## src/rtl/bingo_call_matcher.sv

```systemverilog
// Pairs keypad digits into called numbers 01..99 and scans a fixed 3x3 card one cell per cycle.
// Optional duplicate-call history is enabled by defining BINGO_CALL_HISTORY_EN.
module bingo_call_matcher #(
  parameter logic [62:0] CARD = 63'h0
) (
  input  logic       clk,
  input  logic       rstn,
  input  logic       start_game,
  input  logic [1:0] num_count,
  input  logic [7:0] cascade_reg,
  output logic [8:0] marks,
  output logic [6:0] called_num,
  output logic       call_valid,
  output logic       call_hit,
  output logic       dup_call,
  output logic       line_found,
  output logic       bingo,
  output logic       busy
);
  typedef enum logic [2:0] {IDLE, DIG0, DIG1, SCAN, DONE, WIN} state_t;
  state_t state, state_nx;

  logic [1:0] num_count_q;
  logic [3:0] idx;
  logic       hit_acc, line_q, bingo_q;
  logic       key_ev, digit_ok, is_dup, accept;
  logic [7:0] num_w;
  logic [6:0] num;
  logic [8:0] cell_match;
  logic [7:0] lines;
  logic       any_line, all_marked;

  assign key_ev   = num_count != num_count_q;
  assign digit_ok = cascade_reg[3:0] <= 4'd9;
  assign num_w    = {4'd0, cascade_reg[7:4]} * 8'd10 + {4'd0, cascade_reg[3:0]};
  assign num      = num_w[6:0];

  for (genvar gi = 0; gi < 9; gi++) begin : g_cell
    assign cell_match[gi] = CARD[7*gi +: 7] == called_num;
  end

  assign lines = {marks[2] & marks[4] & marks[6], marks[0] & marks[4] & marks[8],
                  marks[2] & marks[5] & marks[8], marks[1] & marks[4] & marks[7],
                  marks[0] & marks[3] & marks[6], marks[6] & marks[7] & marks[8],
                  marks[3] & marks[4] & marks[5], marks[0] & marks[1] & marks[2]};
  assign any_line   = |lines;
  assign all_marked = &marks;
  assign accept     = (state == DIG1) && (state_nx == SCAN);

`ifdef BINGO_CALL_HISTORY_EN
  logic [99:0] hist;
  logic        dup_q, dup_now;

  assign is_dup  = (num < 7'd100) && hist[num];
  assign dup_now = start_game && (state == DIG1) && key_ev && digit_ok && (num != 7'd0) && is_dup;
  assign dup_call = dup_q;

  always_ff @(posedge clk) begin
    if (!rstn) begin
      hist  <= '0;
      dup_q <= 1'b0;
    end else begin
      dup_q <= dup_now;
      if (accept) hist[num] <= 1'b1;
    end
  end
`else
  assign is_dup   = 1'b0;
  assign dup_call = 1'b0;
`endif

  always_ff @(posedge clk) begin
    if (!rstn) state <= IDLE;
    else       state <= state_nx;
  end

  always_comb begin
    state_nx = state;
    case (state)
      IDLE: if (start_game) state_nx = DIG0;
      DIG0: if (key_ev && digit_ok) state_nx = DIG1;
      DIG1: if (key_ev) state_nx = (!digit_ok || num == 7'd0 || is_dup) ? DIG0 : SCAN;
      SCAN: if (idx == 4'd8) state_nx = DONE;
      DONE: state_nx = all_marked ? WIN : DIG0;
      WIN:  state_nx = WIN;
      default: state_nx = IDLE;
    endcase
    // Dropping start_game abandons any pending digit or scan, but WIN is final.
    if (!start_game && state != WIN) state_nx = IDLE;
  end

  always_comb begin
    busy       = (state == SCAN) || (state == DONE);
    call_valid = state == DONE;
    call_hit   = (state == DONE) && hit_acc;
    line_found = line_q  | ((state == DONE) && any_line);
    bingo      = bingo_q | ((state == DONE) && all_marked);
  end

  always_ff @(posedge clk) begin
    if (!rstn) begin
      num_count_q <= num_count;
      called_num  <= '0;
      marks       <= '0;
      idx         <= '0;
      hit_acc     <= 1'b0;
      line_q      <= 1'b0;
      bingo_q     <= 1'b0;
    end else begin
      num_count_q <= num_count;
      if (accept) begin
        called_num <= num;
        idx        <= '0;
        hit_acc    <= 1'b0;
      end
      if (state == SCAN) begin
        idx <= idx + 4'd1;
        if (cell_match[idx]) begin
          marks[idx] <= 1'b1;
          hit_acc    <= 1'b1;
        end
      end
      if (state == DONE) begin
        line_q  <= line_q | any_line;
        bingo_q <= bingo_q | all_marked;
      end
    end
  end
endmodule

```

## config.mk

```make
export PLATFORM = sky130hd
export DESIGN_NAME = bingo_call_matcher
export DESIGN_NICKNAME = d
export VERILOG_FILES = /design/src/rtl/bingo_call_matcher.sv
export SDC_FILE = /design/constraint.sdc
export NUM_CORES = 1
export LEC_CHECK = 0
export BUFFER_PORTS_ARGS = -buffer_cell sky130_fd_sc_hd__buf_2
export CAP_MARGIN = 15
export CORE_ASPECT_RATIO = 1.2
export CORE_MARGIN = 3
export CORE_UTILIZATION = 38
export DETAILED_ROUTE_END_ITERATION = 7
export GPL_ROUTABILITY_DRIVEN = 0
export PLACE_DENSITY = 0.68
export RECOVER_POWER = 25
export SETUP_SLACK_MARGIN = 0.1
export SKIP_LAST_GASP = 1
export SYNTH_ARGS = -nofsm -noshare
export SYNTH_HDL_FRONTEND = slang
export SYNTH_SLANG_ARGS = --single-unit
```

## constraint.sdc

```tcl
create_clock -name clk -period 7.4 [get_ports clk]
set_input_delay 1.48 -clock clk [delete_from_list [all_inputs] [get_ports clk]]
set_output_delay 1.48 -clock clk [all_outputs]
set_load 0.05 [all_outputs]
```

; ---- Yosys cells after proc, flatten, opt, wreduce, memory -nomap -nowiden
; Cells that the tools add are included.
; W data, S select, Z words.
[totals]
reg_bits = 28
in_bits = 13
output_inout_bits = 22
word_cells = 79
[op_classes]
add_sub_neg = 2
n_mul = 1
order_cmp = 3
eq_ne = 9
mux = 17
bitwise = 21
n_reduce_logical = 18
[ops]
columns = operator, n
row1 = $mux W3, 6
row2 = $pmux W3 S6, 1
row3 = $and A1 B1 Y1, 16
row4 = $logic_not A7 Y1, 2
row5 = $eq A3 B2 Y1 const B, 3
row6 = $or A9 B9 Y9, 1
row7 = $reduce_and A9 Y1, 1
row8 = $mux W4, 2
row9 = $reduce_or A8 Y1, 1
row10 = $add A7 B4 Y7, 1
row11 = $logic_and A1 B1 Y1, 7
row12 = $eq A3 B3 Y1 const B, 2
row13 = $mul A4 B3 Y6 const B, 1
row14 = $lt A4 B5 Y1 const B, 1
row15 = $mux W1, 5
row16 = $add A4 B1 Y4 const B, 1
row17 = $bmux W1 S4, 1
row18 = $demux W1 S4, 1
row19 = $eq A4 B4 Y1 const B, 1
row20 = $ge A4 B1 Y1 const B, 1
row21 = $le A4 B4 Y1 const B, 1
row22 = $or A1 B1 Y1, 4
row23 = $eq A3 B1 Y1 const B, 1
row24 = $logic_not A3 Y1, 1
row25 = 7 further kinds, 9

; ---- Longest topological paths before layout
[depth]
word_depth = 13
depth_mapped = 9
depth_no_buf = 9

; ---- Worst setup path after synthesis
; Ideal clock, no wire load.
[synth_path]
path_kind = input to register
start = input cascade_reg[5]
end = register hit_acc
setup_ns = 0.059
t_arrival_ns = 3.645
t_required_ns = 7.341
slack_ns = 3.697
stages = 9
n_path_buf = 0
path_cell_list = ha_1 -> ha_1 -> inv_1 -> fa_1 -> xnor3_1 -> o211ai_1 -> and3_2 -> o31ai_4 -> o211a_1
[synth_between]
elab_chain_cells = 13
[synth_lines]
columns = item, line
row1 = start: declaration, 10  ; input logic [7:0] cascade_reg,
row2 = $mul A4 B3 Y6 (*), 35  ; assign num_w = {4'd0, cascade_reg[7:4]} * 8'd10 + {4'd0, cascade_reg[3:0]};
row3 = $add A7 B4 Y7 (*), 35
row4 = $logic_not A7 Y1 (*), 82  ; DIG1: if (key_ev) state_nx = (!digit_ok || num == 7'd0 || is_dup) ? DIG0 : SCAN;
row5 = $logic_or A1 B1 Y1 (*), 82
row6 = $mux W2 (*), 82
row7 = $mux W3 (*), 82
row8 = $pmux W3 S6 (*), 79  ; case (state)
row9 = $mux W3 (*), 89  ; if (!start_game && state != WIN) state_nx = IDLE;
row10 = $eq A3 B2 Y1 (*), 48  ; assign accept = (state == DIG1) && (state_nx == SCAN);
row11 = $logic_and A1 B1 Y1 (*), 48
row12 = $mux W1 (*), 111  ; if (accept) begin
row13 = $mux W1, 118  ; if (cell_match[idx]) begin
row14 = $mux W1 (*), 116  ; if (state == SCAN) begin
row15 = end signal: assignment, 106  ; hit_acc <= 1'b0;
row16 = end signal: assignment, 114  ; hit_acc <= 1'b0;
row17 = end signal: assignment, 120  ; hit_acc <= 1'b1;
row18 = end: declaration, 25  ; logic hit_acc, line_q, bingo_q;
; Every way passes the cells marked *; elsewhere a longest branch is shown, timed or not.
; A chain may end at the register's enable or synchronous reset.

; ---- Worst setup path after layout
[layout_path]
start = input cascade_reg[5]
end = register called_num[4]
[layout_between]
elab_chain_cells = 10
[layout_lines]
columns = item, line
row1 = $mul A4 B3 Y6 (*), 35
row2 = $add A7 B4 Y7 (*), 35
row3 = $logic_not A7 Y1, 82
row4 = $logic_or A1 B1 Y1, 82
row5 = $mux W2, 82
row6 = $mux W3, 82
row7 = $pmux W3 S6, 79
row8 = $mux W3, 89
row9 = $eq A3 B2 Y1, 48
row10 = $logic_and A1 B1 Y1, 48
row11 = end signal: assignment, 112  ; called_num <= num;
row12 = end: declaration, 12  ; output logic [6:0] called_num,
; Marks and branches as above.

==> impl_metrics.py <==
metrics = {
    "run_status": {
        "status": "finished clean",
    },
    "place": {
        "dp_hpwl_um": 3251,
        "placed_cells": 289,
        "port_buffers": 33,
    },
    "detailed_routing": {
        "via_count": 1670,
        "via_per_inst": 5.700,
        "wl_per_cell_um": 14.35,
        "remaining_drc_errors": 0,
        "routed_wl_um": 4206,
        "dr.pass1.iters": 4,
        "drtAntennaViolNets": 0,
        "drtIter0Drc": 102,
    },
    "clocking": {
        "clkLatencyLatePin_ns": 0.28,
        "cts_setup_buffers": 0,
        "clockBufferDepth": 2,
        "htree_levels": 1,
        "cts_root_buf": "clkbuf_8",
        "clkSinkCount": 28,
        "cts_tree": "yes",
        "ctsHoldBuffers": 0,
        "cts.reportedPaths.clkPinSlew_ns": 0.10,
        "tritoncts.num_buffers": 3,
        "post_cts_resized": 0,
    },
    "global_route": {
        "overflow": 0,
        "grt_usage": 0.1608,
        "grt_max_degree": 20,
        "antenna_found_initial": 0,
        "grt_pass1_wl_um": 6996,
        "grt_pass1_vias": 1460,
    },
    "setup_path": {
        "arrival_ns": 3.96,
        "critPathMaxStageDelay_ns": 0.45,
        "timing.critical_path.mode_cell": "ha_1",
        "worst-endpoint-required_ns": 7.58,
        "cp_max_fo": 5,
        "cp_cell_sequence": "buf_2 > ha_1 > ha_1 > inv_1 > fa_1 > xnor3_1 > o211ai_1 > a211oi_4 > nor2_2 > o311ai_1",
        "critPathKind": "primary input to flop",
        "rrSetupSlack_ns": 5.34,
        "cp-start-kind": "primary input",
        "crit_slowest_cell": "fa_1",
        "cp-end-kind": "flop",
    },
    "power": {
        "irDropWorstVdd_v": 0.00007435,
        "p_leak_uw": 0.0008285,
        "p_int_uw": 247.4,
        "p_switching_uw": 89.39,
        "power.share.clock": 0.363,
        "p_sw_frac": 0.2654,
        "p_per_area_mw_per_mm2": 163.3,
        "power_frac_comb": 0.182,
        "seqPwrFrac": 0.455,
    },
    "logic_synthesis": {
        "synth_largest_area_cell": "dfxtp_1",
        "synth_common_cells": "28 x dfxtp_1, 18 x nor2_1, 15 x a21oi_1, 12 x inv_1, 11 x ha_1",
        "async_flop_share": 0,
        "syn_inst": 209,
        "syn_avg_cell_area_um2": 8.597,
        "netlist_top_cells_area": "dfxtp_1 31%, ha_1 7.7%, a21oi_1 4.2%",
        "synth_edf_count": 0,
        "synth_seq_cells": 28,
        "synth_nets": 235,
        "synth_top_cell_area_share": 0.3120,
        "yosysSeqAreaShare": 0.3120,
        "synth.most_common_cell": "dfxtp_1",
        "syn_area_mm2": 0.001797,
        "synth_flop_cell": "dfxtp_1",
        "yosys_warnings": 0,
        "ys_types": 56,
    },
    "die": {
        "die-height_um": 81.33,
        "core_region_area_mm2": 0.004392,
        "row_count": 26,
        "dieArea_mm2": 0.005593,
        "io_pins": 35,
        "start_util": 0.4091,
        "die_w_um": 68.77,
    },
    "sta": {
        "rsz0062_at_grt": "no",
        "slew_headroom": 0.3542,
        "final.setup.tns_ns": 0,
        "fmax_ghz": 0.2651,
        "worst_pin_slew_ns": 0.9645,
        "min_period_over_period": 0.5097,
        "setup_viol": 0,
        "drv_slew": 0,
        "skew_ns": 0.006326,
        "fin_crit_ns": 3.772,
        "hold_viol": 0,
    },
    "layout": {
        "layout-drive-gt1-share": 0.1857,
        "diodes": 0,
        "instances_no_fill": 293,
        "fillCellCount": 455,
        "areaGrowthSynthToFinish_pct": 14.76,
        "layout.nets": 264,
    },
    "run": {
        "timing.max_cap.violations": 0,
    },
    "worst_hold_path": {
        "hold_path.class": "flop to flop",
    },
}
worst max-delay path: cells and delay by family:
kind                       cells  cell delay, ns
AOI/OAI and AO/OA              3            0.84
xor gates and xnor gates       1            0.41
and+or+nand+nor                1            0.11
buffers and inverters          2            0.18
adders and majority gates      3            0.93
area by class of cell:
cell class / count / area (um2) / share of cell area
tap: 56 / 70.07 / 0.03398
timing repair buffer: 33 / 161.4 / 0.07828
clock inverter: 1 / 30.03 / 0.01456
sequential: 28 / 560.5 / 0.2718
multi-input combinational: 159 / 1150 / 0.5576
clock buffer: 3 / 41.29 / 0.02002
inverter: 13 / 48.80 / 0.02367
kinds of logic after synthesis:
kind of cell,Yosys count,synth area share
fa+ha+maj,13,0.09889
other cells,1,0.002087
flops,28,0.3120
compound gates,69,0.2890
xor+xnor,7,0.04179
mux,1,0.006267
buf+inv,22,0.04805
simple gates,68,0.2020
power groups by stage:
stage	clock network, uW	logic [uW]	registers, uW
floorplan	0	46.6	157
global placement	0	60.2	157
detailed placement	0	61.4	157
CTS	125	61.6	153
global route	131	68.6	154
finish	122	61.2	153
flip-flops by register name, summed over array words and instances, names as in the netlist:
name and count:
bingo_q 1, called_num 7, hit_acc 1, idx 4, line_q 1, marks 9, num_count_q 2, state 3
through the flow:
step	hold slack, ns	worst slack (ns)	utilization	area, um2	power [uW]
after floorplan	0.4332	3.697	-	1797	203.5
after global placement	0.4387	3.434	0.4541	1994	217.0
after detailed placement	0.4511	3.342	0.4541	1994	218.2
after CTS	0.4758	3.627	0.4704	2066	339.5
after global routing	0.4937	3.461	0.4695	2062	352.9
final	0.4718	3.628	0.4695	2062	336.8
path summary, 6_finish.rpt:
path / startpoint / endpoint / cells after the start
worst min-delay path: bingo_q$_SDFFE_PN0P_ / bingo_q$_SDFFE_PN0P_ / 1
worst min register to register: bingo_q$_SDFFE_PN0P_ / bingo_q$_SDFFE_PN0P_ / 1
worst max-delay path: cascade_reg[5] / called_num[4]$_SDFFE_PN0P_ / 10
worst max register to register: idx[0]$_SDFFE_PN0P_ / called_num[6]$_SDFFE_PN0P_ / 7
layout by cell type, fill, tap and decap left out, types with 3 or more instances in the layout:
master | synthesis | layout
a211oi_1 | 4 | 4
a21o_1 | 3 | 3
a21oi_1 | 15 | 15
a31oi_1 | 3 | 3
buf_2 | 0 | 30
clkbuf_1 | 8 | 3
clkbuf_8 | 0 | 3
dfxtp_1 | 28 | 28
ha_1 | 11 | 11
inv_1 | 12 | 12
nand2_1 | 9 | 9
nand2b_1 | 3 | 3
nand3_1 | 9 | 9
nand3b_1 | 3 | 3
nand4_1 | 5 | 5
nor2_1 | 18 | 18
nor3_1 | 4 | 4
o2111ai_1 | 6 | 6
o211ai_1 | 5 | 5
o21a_1 | 4 | 4
o21ai_0 | 7 | 7
o311ai_1 | 4 | 4
xnor2_1 | 3 | 3
xor2_1 | 3 | 3
metal layers:
metal / track usage / vias to the layer above / wire, um
met5: 0 / - / 0
met4: 0.05848 / 0 / 64
met3: 0.01660 / 5 / 165
met2: 0.2598 / 43 / 2085
met1: 0.2186 / 781 / 1890
li1: - / 841 / -
Note: power is estimated with default switching activity, not from simulation.
